`src/rtl/light_sensor_pkg.sv`:
```
// Shared types and default constants for the light sensor conditioner.
package light_sensor_pkg;

  // Bit 1 of the encoding marks the "lights on" states, so light_sensor
  // can come straight off a single flop without a decode glitch.
  typedef enum logic [1:0] {
    ST_DAY      = 2'b00,
    ST_DUSK_CHK = 2'b01,
    ST_NIGHT    = 2'b10,
    ST_DAWN_CHK = 2'b11
  } light_state_t;

  localparam logic [9:0]  DEF_DARK_THR      = 10'd300;
  localparam logic [9:0]  DEF_BRIGHT_THR    = 10'd400;
  localparam int unsigned DEF_CONFIRM_CNT   = 8;
  localparam logic [19:0] DEF_FAULT_TIMEOUT = 20'd1000000;
  localparam logic [9:0]  WINDOW_RESET      = 10'h3FF;

  function automatic logic state_is_night(light_state_t s);
    return s[1];
  endfunction

endpackage

```
`src/rtl/light_avg4.sv`:
```
// Four-sample moving average of the ADC stream.
// The window is the incoming sample plus the three most recent stored
// samples; only those three need flops because the oldest one is dropped
// at the same edge the new one arrives.
module light_avg4
  import light_sensor_pkg::*;
(
  input  logic       clk_in,
  input  logic       reset,
  input  logic       adc_valid,
  input  logic [9:0] adc_data,
  output logic [9:0] level_avg,
  output logic       avg_vld
);

  logic [2:0][9:0] hist;
  logic [11:0]     sum_next;

  // Sum of the window as it will look after this sample is shifted in.
  always_comb begin
    sum_next = 12'(adc_data) + 12'(hist[0]) + 12'(hist[1]) + 12'(hist[2]);
  end

  // Shift the window and register the new average on every valid sample.
  always_ff @(posedge clk_in or posedge reset) begin
    if (reset) begin
      hist      <= {3{WINDOW_RESET}};
      level_avg <= WINDOW_RESET;
      avg_vld   <= 1'b0;
    end else begin
      avg_vld <= adc_valid;
      if (adc_valid) begin
        hist[0]   <= adc_data;
        hist[1]   <= hist[0];
        hist[2]   <= hist[1];
        level_avg <= sum_next[11:2];
      end
    end
  end

endmodule

```
`src/rtl/light_sensor_conditioner.sv`:
```
// Day/night conditioner: averages the light sensor, applies hysteresis
// plus a consecutive-sample confirmation, and fails safe (lights on) when
// the ADC stream stops.
//
//   state    | meaning
//   ---------+-------------------------------------------------
//   DAY      | lights off, watching for averages below DARK_THR
//   DUSK_CHK | lights off, counting consecutive dark averages
//   NIGHT    | lights on, watching for averages above BRIGHT_THR
//   DAWN_CHK | lights on, counting consecutive bright averages
module light_sensor_conditioner
  import light_sensor_pkg::*;
#(
  parameter logic [9:0]  DARK_THR      = DEF_DARK_THR,
  parameter logic [9:0]  BRIGHT_THR    = DEF_BRIGHT_THR,
  parameter int unsigned CONFIRM_CNT   = DEF_CONFIRM_CNT,
  parameter logic [19:0] FAULT_TIMEOUT = DEF_FAULT_TIMEOUT
) (
  input  logic       clk_in,
  input  logic       reset,
  input  logic       adc_valid,
  input  logic [9:0] adc_data,
  output logic       light_sensor,
  output logic       sensor_fault,
  output logic [9:0] level_avg
);

  if (DARK_THR >= BRIGHT_THR) begin : g_thr_check
    $error("light_sensor_conditioner: DARK_THR must be below BRIGHT_THR");
  end
  if (CONFIRM_CNT < 1 || CONFIRM_CNT > 255) begin : g_cnt_check
    $error("light_sensor_conditioner: CONFIRM_CNT must be in 1..255");
  end

  localparam logic [7:0] CONFIRM_TGT = 8'(CONFIRM_CNT);

  logic [9:0]   avg;
  logic         avg_vld;
  light_state_t state, state_nxt;
  logic [7:0]   cnt, cnt_nxt, cnt_inc;
  logic [19:0]  to_cnt, to_nxt;
  logic         fault;
  logic         is_dark, is_bright;

  light_avg4 u_avg (
    .clk_in    (clk_in),
    .reset     (reset),
    .adc_valid (adc_valid),
    .adc_data  (adc_data),
    .level_avg (avg),
    .avg_vld   (avg_vld)
  );

  // Timeout counter: cleared by every sample, otherwise climbs and parks
  // at FAULT_TIMEOUT.
  always_comb begin
    to_nxt = to_cnt;
    if (adc_valid) begin
      to_nxt = '0;
    end else if (to_cnt != FAULT_TIMEOUT) begin
      to_nxt = to_cnt + 20'd1;
    end
  end

  // Register the timeout count and the fault flag derived from it.
  always_ff @(posedge clk_in or posedge reset) begin
    if (reset) begin
      to_cnt <= '0;
      fault  <= 1'b0;
    end else begin
      to_cnt <= to_nxt;
      fault  <= (to_nxt == FAULT_TIMEOUT);
    end
  end

  assign is_dark   = (avg < DARK_THR);
  assign is_bright = (avg > BRIGHT_THR);
  assign cnt_inc   = cnt + 8'd1;

  // Next state and confirm count; only a fresh average moves the FSM, and a
  // fault freezes it. Entering a CHK state already counts as one qualifying
  // sample, so CONFIRM_CNT=1 jumps straight across.
  always_comb begin
    state_nxt = state;
    cnt_nxt   = cnt;
    if (avg_vld && !fault) begin
      unique case (state)
        ST_DAY, ST_DUSK_CHK: begin
          if (is_dark) begin
            if (cnt_inc == CONFIRM_TGT) begin
              state_nxt = ST_NIGHT;
              cnt_nxt   = '0;
            end else begin
              state_nxt = ST_DUSK_CHK;
              cnt_nxt   = cnt_inc;
            end
          end else begin
            state_nxt = ST_DAY;
            cnt_nxt   = '0;
          end
        end
        ST_NIGHT, ST_DAWN_CHK: begin
          if (is_bright) begin
            if (cnt_inc == CONFIRM_TGT) begin
              state_nxt = ST_DAY;
              cnt_nxt   = '0;
            end else begin
              state_nxt = ST_DAWN_CHK;
              cnt_nxt   = cnt_inc;
            end
          end else begin
            state_nxt = ST_NIGHT;
            cnt_nxt   = '0;
          end
        end
      endcase
    end
  end

  // State and confirm-count registers.
  always_ff @(posedge clk_in or posedge reset) begin
    if (reset) begin
      state <= ST_DAY;
      cnt   <= '0;
    end else begin
      state <= state_nxt;
      cnt   <= cnt_nxt;
    end
  end

  assign light_sensor = state_is_night(state) | fault;
  assign sensor_fault = fault;
  assign level_avg    = avg;

endmodule
```
`config.mk`:
```
export PLATFORM = sky130hd
export DESIGN_NAME = light_sensor_conditioner
export DESIGN_NICKNAME = d
export VERILOG_FILES = /design/src/rtl/light_sensor_pkg.sv /design/src/rtl/light_avg4.sv /design/src/rtl/light_sensor_conditioner.sv
export SDC_FILE = /design/constraint.sdc
export NUM_CORES = 1
export LEC_CHECK = 0
export CELL_PAD_IN_SITES_DETAIL_PLACEMENT = 0
export CELL_PAD_IN_SITES_GLOBAL_PLACEMENT = 1
export CORE_AREA = 2 2 84 126
export DETAILED_ROUTE_END_ITERATION = 10
export DIE_AREA = 0 0 86 128
export PLACE_DENSITY_LB_ADDON = 0.1
export SYNTH_ARGS = -nofsm -noshare
export SYNTH_HDL_FRONTEND = slang
export SYNTH_HIERARCHICAL = 1
export SYNTH_SLANG_ARGS = --single-unit
```
`constraint.sdc`:
```
create_clock -name clk_in -period 3.7 [get_ports clk_in]
set_input_delay 0.925 -clock clk_in [delete_from_list [all_inputs] [get_ports clk_in]]
set_output_delay 0.925 -clock clk_in [all_outputs]
set_load 0.005 [all_outputs]
```
==> tab_implementation.tex <==
\begin{tabular}{lr}
\hline
Metric & Value \\
\hline
\multicolumn{2}{l}{\textbf{Floorplanning}} \\
\quad Height of the chip & around 130 um \\
\quad Number of primary I/O pins & 25 \\
\quad Num rows & 45 \\
\quad Initial core utilization & 45.5\% \\
\quad Horizontal die dimension & 86 um \\
\quad Area of the core & about 10000 um\^{}2 \\
\quad Die Footprint & 11000 um\^{}2 \\
\multicolumn{2}{l}{\textbf{Yosys}} \\
\quad Average instance area after synthesis & $\sim$9.5 um\^{}2 \\
\quad Leading cell type by number of instances after synthesis & sky130\_fd\_sc\_hd\_\_inv\_1 \\
\quad Share of the yosys chip area belonging to registers & between 40\% and 50\% \\
\quad Top-area cell type share of the netlist area & a little under a quarter \\
\quad Number of warnings printed during yosys synthesis & 6 \\
\quad Prevailing post-synth register cell & sky130\_fd\_sc\_hd\_\_dfstp\_2 \\
\quad Cell types with the highest counts after synthesis & 68 x sky130\_fd\_sc\_hd\_\_inv\_1, 60 x sky130\_fd\_sc\_hd\_\_nand2\_1, 40 x sky130\_fd\_sc\_hd\_\_dfstp\_2 \\
\quad Cell accounting for the most synthesized area & sky130\_fd\_sc\_hd\_\_dfstp\_2 \\
\quad Synth top area cells & sky130\_fd\_sc\_hd\_\_dfstp\_2 23\%, sky130\_fd\_sc\_hd\_\_dfrtp\_1 17\%, sky130\_fd\_sc\_hd\_\_fa\_1 8.8\% \\
\quad Summed instance area of the synthesized netlist & around 4500 um\^{}2 \\
\quad Yosys cell types & between 60 and 70 \\
\quad Cells after synthesis & 476 \\
\quad Post-synth net total & between 500 and 600 \\
\quad Number of enable-type register cells in the synthesized netlist & 0 \\
\quad \#FFs+latches synth & 71 \\
\quad Share of synthesized registers carrying an async set or reset & 100\% \\
\multicolumn{2}{l}{\textbf{Worst setup path}} \\
\quad Peak per-stage delay on the critical path & between 0.5 and 0.6 ns \\
\quad Data arrival time of the worst path & around 3.8 ns \\
\quad Kind of cell adding the most delay to the critical path & adder cells \\
\quad Library cell contributing the largest single delay on the critical path & sky130\_fd\_sc\_hd\_\_fa\_1 \\
\quad Total buffers and inverters traversed by the critical path & 4 \\
\quad Data required time at the worst endpoint & 3.95 ns \\
\quad Crit. Startpoint & adc\_data[5] \\
\quad Critical path start-end classification & in -> reg \\
\quad Worst-path fanout max & 5 \\
\quad Critical path endpoint category & flop \\
\quad Worst reg2reg startpoint & u\_avg/hist[13]\$\_DFFE\_PP1P\_ \\
\quad CP Launch Type & input port \\
\quad Crit-path cells & clkdlybuf4s50\_1 > inv\_1 > fa\_1 > fa\_1 > inv\_1 > ha\_4 > a21oi\_1 > o22ai\_1 > a21oi\_1 > buf\_4 > or4\_1 > o2111ai\_1 \\
\multicolumn{2}{l}{\textbf{Clock tree}} \\
\quad Number of resized instances in the post-cts repair step & 0 \\
\quad \# hold bufs at CTS & 0 \\
\quad CTS tree & done \\
\quad Max Buffers Root-to-Sink & 2 \\
\quad Clock slew seen by the registers of the worst setup and hold paths & 0.05 ns \\
\quad CTS sink cnt & 71 \\
\quad Clock latency on the worst-skew pair & approximately 0.33 ns \\
\quad Count of H-tree levels built during CTS & 3 \\
\quad Setup Buffers After CTS & 0 \\
\quad Total CTS buffers & 9 \\
\quad Clock tree root driver cell & sky130\_fd\_sc\_hd\_\_clkbuf\_16 \\
\multicolumn{2}{l}{\textbf{Placed design}} \\
\quad Routability Congestion & $\sim$0.78 \\
\quad Post-placement cell count & slightly above 600 \\
\quad PortBufs & 24 \\
\quad Setup Slack @ Placement & -0.266 ns \\
\quad Final HPWL DP & roughly 6400 um \\
\multicolumn{2}{l}{\textbf{Min path}} \\
\quad Type of the most critical hold path & reg -> reg \\
\quad HP Start & u\_avg/hist[13]\$\_DFFE\_PP1P\_ \\
\multicolumn{2}{l}{\textbf{Final layout}} \\
\quad Number of inserted filler cells in the final layout & about 930 \\
\quad Final core utilization & between 50\% and 60\% \\
\quad Layout cell share with drive strength beyond 1 & 20.0\% \\
\quad Nets & around 550 \\
\quad Diode count & 0 \\
\quad Growth of design area from synthesis to finish & 16.0\% \\
\quad Number of standard cells in the layout, taps in and fillers out & roughly 630 \\
\multicolumn{2}{l}{\textbf{Timing}} \\
\quad Worst clock skew on the final layout & $\sim$0.0075 ns \\
\quad Hold\_ws & $\sim$0.48 ns \\
\quad Slew @ Worst Pin & slightly below 0.6 ns \\
\quad Fin crit period & around 3.5 ns \\
\quad Max-Slew Margin vs Limit & about three fifths \\
\quad Setup slack of the critical path after layout & between 0.15 and 0.2 ns \\
\quad Highest clock frequency the design can meet & 0.282 GHz \\
\quad Final setup fails & 0 \\
\quad Final Cycle Share & 95.9\% \\
\quad RSZ-0062 raised after global routing & no \\
\quad Number of hold violations in the final report & 0 \\
\quad Final Max Slew Viols & 0 \\
\multicolumn{2}{l}{\textbf{GRT}} \\
\quad Pin count of the biggest net entering global routing & between 50 and 60 \\
\quad Total routing usage reported by global routing & roughly 18\% \\
\quad Via count of the first global-routing pass & $\sim$3300 \\
\quad Initial antenna violation count & 0 \\
\quad Total gr overflow & 0 \\
\quad Wire length of the first global-routing pass & 15800 um \\
\multicolumn{2}{l}{\textbf{Routing}} \\
\quad Routed wire length per instance & between 10 and 15 um \\
\quad First-pass iteration count of the detailed router & 4 \\
\quad Post-Route WL & just over 9000 um \\
\quad Remaining routing DRC violations & 0 \\
\quad Vias per cell & around 5.3 \\
\quad Routed vias & between 3000 and 4000 \\
\quad Antenna-violating nets left & 0 \\
\quad Number of DRC violations after detailed-routing iteration 0 & $\sim$140 \\
\multicolumn{2}{l}{\textbf{Status}} \\
\quad Run status & completed \\
\multicolumn{2}{l}{\textbf{Pwr}} \\
\quad Static leakage & 2.29 nW \\
\quad Pwr dens & about 600 nW/um\^{}2 \\
\quad Power Total & 0.00311 W \\
\quad Worst voltage drop across the vdd grid & roughly 0.00033 V \\
\multicolumn{2}{l}{\textbf{Flow run}} \\
\quad Max cap viols & 0 \\
\hline
\end{tabular}
-- flip-flops by register name, indices dropped and copies added, names as in the netlist --
register and cells:
u_avg/avg_vld 1, u_avg/level_avg 10, u_avg/hist 30, sensor_fault 1, to_cnt 20, state 1, cnt 8
-- worst min-delay path, stage by stage (launching register included) --
cell	delay (ns)
sky130_fd_sc_hd__dfstp_2	0.37
sky130_fd_sc_hd__nand2_1	0.04
sky130_fd_sc_hd__o21ai_0	0.07
-- power breakdown --
group          internal, W  switching (W)  total, W  leakage (nW)
sequential        0.000959       0.000107   0.00107         0.845
clock             0.000516       0.000323  0.000839         0.141
combinational     0.000619       0.000581   0.00120          1.30
-- cells in the final DEF (no fill, tap or decap), drive strengths merged, types with 12 or more instances in the layout --
| master | Yosys | routed |
|---|---|---|
| ha | 12 | 12 |
| nor2 | 33 | 33 |
| nand3 | 15 | 15 |
| inv | 68 | 68 |
| a21oi | 12 | 12 |
| fa | 20 | 20 |
| dfrtp | 31 | 31 |
| nand2 | 60 | 60 |
| buf | 15 | 19 |
| clkdlybuf4s50 | 0 | 23 |
| o21ai | 42 | 42 |
| xor2 | 14 | 14 |
| dfstp | 40 | 40 |
-- layer usage --
layer  global-route usage [%]  vias up  wire length (um)
li1                         -     1644                 -
met3                     2.70       14               189
met5                        0        -                 0
met2                     32.2       34              4890
met4                     8.59        0               185
met1                     21.7     1623              3940
-- final timing paths --
| kind | end | slack (ns) | cells after the start |
|---|---|---|---|
| setup / recovery | u_avg/level_avg[8]$_DFFE_PP1P_ | 0.15 | 12 |
| hold / removal | u_avg/hist[23]$_DFFE_PP1P_ | 0.48 | 2 |
| setup reg to reg | u_avg/level_avg[8]$_DFFE_PP1P_ | 0.68 | 11 |
| hold reg to reg | u_avg/hist[23]$_DFFE_PP1P_ | 0.48 | 2 |
| max in group asynchronous | u_avg/hist[29]$_DFFE_PP1P_ | 2.26 | 3 |
| min in group asynchronous | cnt[4]$_DFFE_PP0P_ | 1.00 | 3 |
-- logic make-up after synthesis --
logic type               share of synthesized area (%)
AO/OA/AOI/OAI                                     12.0
flip-flops                                        40.3
adder cells (fa/ha/maj)                           12.1
multiplexers                                      1.68
buffers and inverters                             8.78
AND/OR/NAND/NOR                                   20.3
XOR/XNOR                                          4.83
-- through the flow --
| stage | TNS [ns] | cell area [um^2] |
|---|---|---|
| after global placement | -1.15 | 4910 |
| after floorplan | 0 | 4530 |
| final | 0 | 5260 |
| after global routing | 0 | 5260 |
| after CTS | 0 | 5190 |
| after detailed placement | -1.22 | 4910 |
-- area by class of cell --
type,instances,area [um^2],share of cell area (%)
Timing Repair Buffer,42,370,7.04
Multi-Input combinational cell,313,2370,45.1
Clock inverter,5,48.8,0.928
Clock buffer,11,233,4.43
Inverter,69,259,4.93
Sequential cell,71,1830,34.7
Tap cell,117,146,2.78
Note: power is estimated with default switching activity, not from simulation.
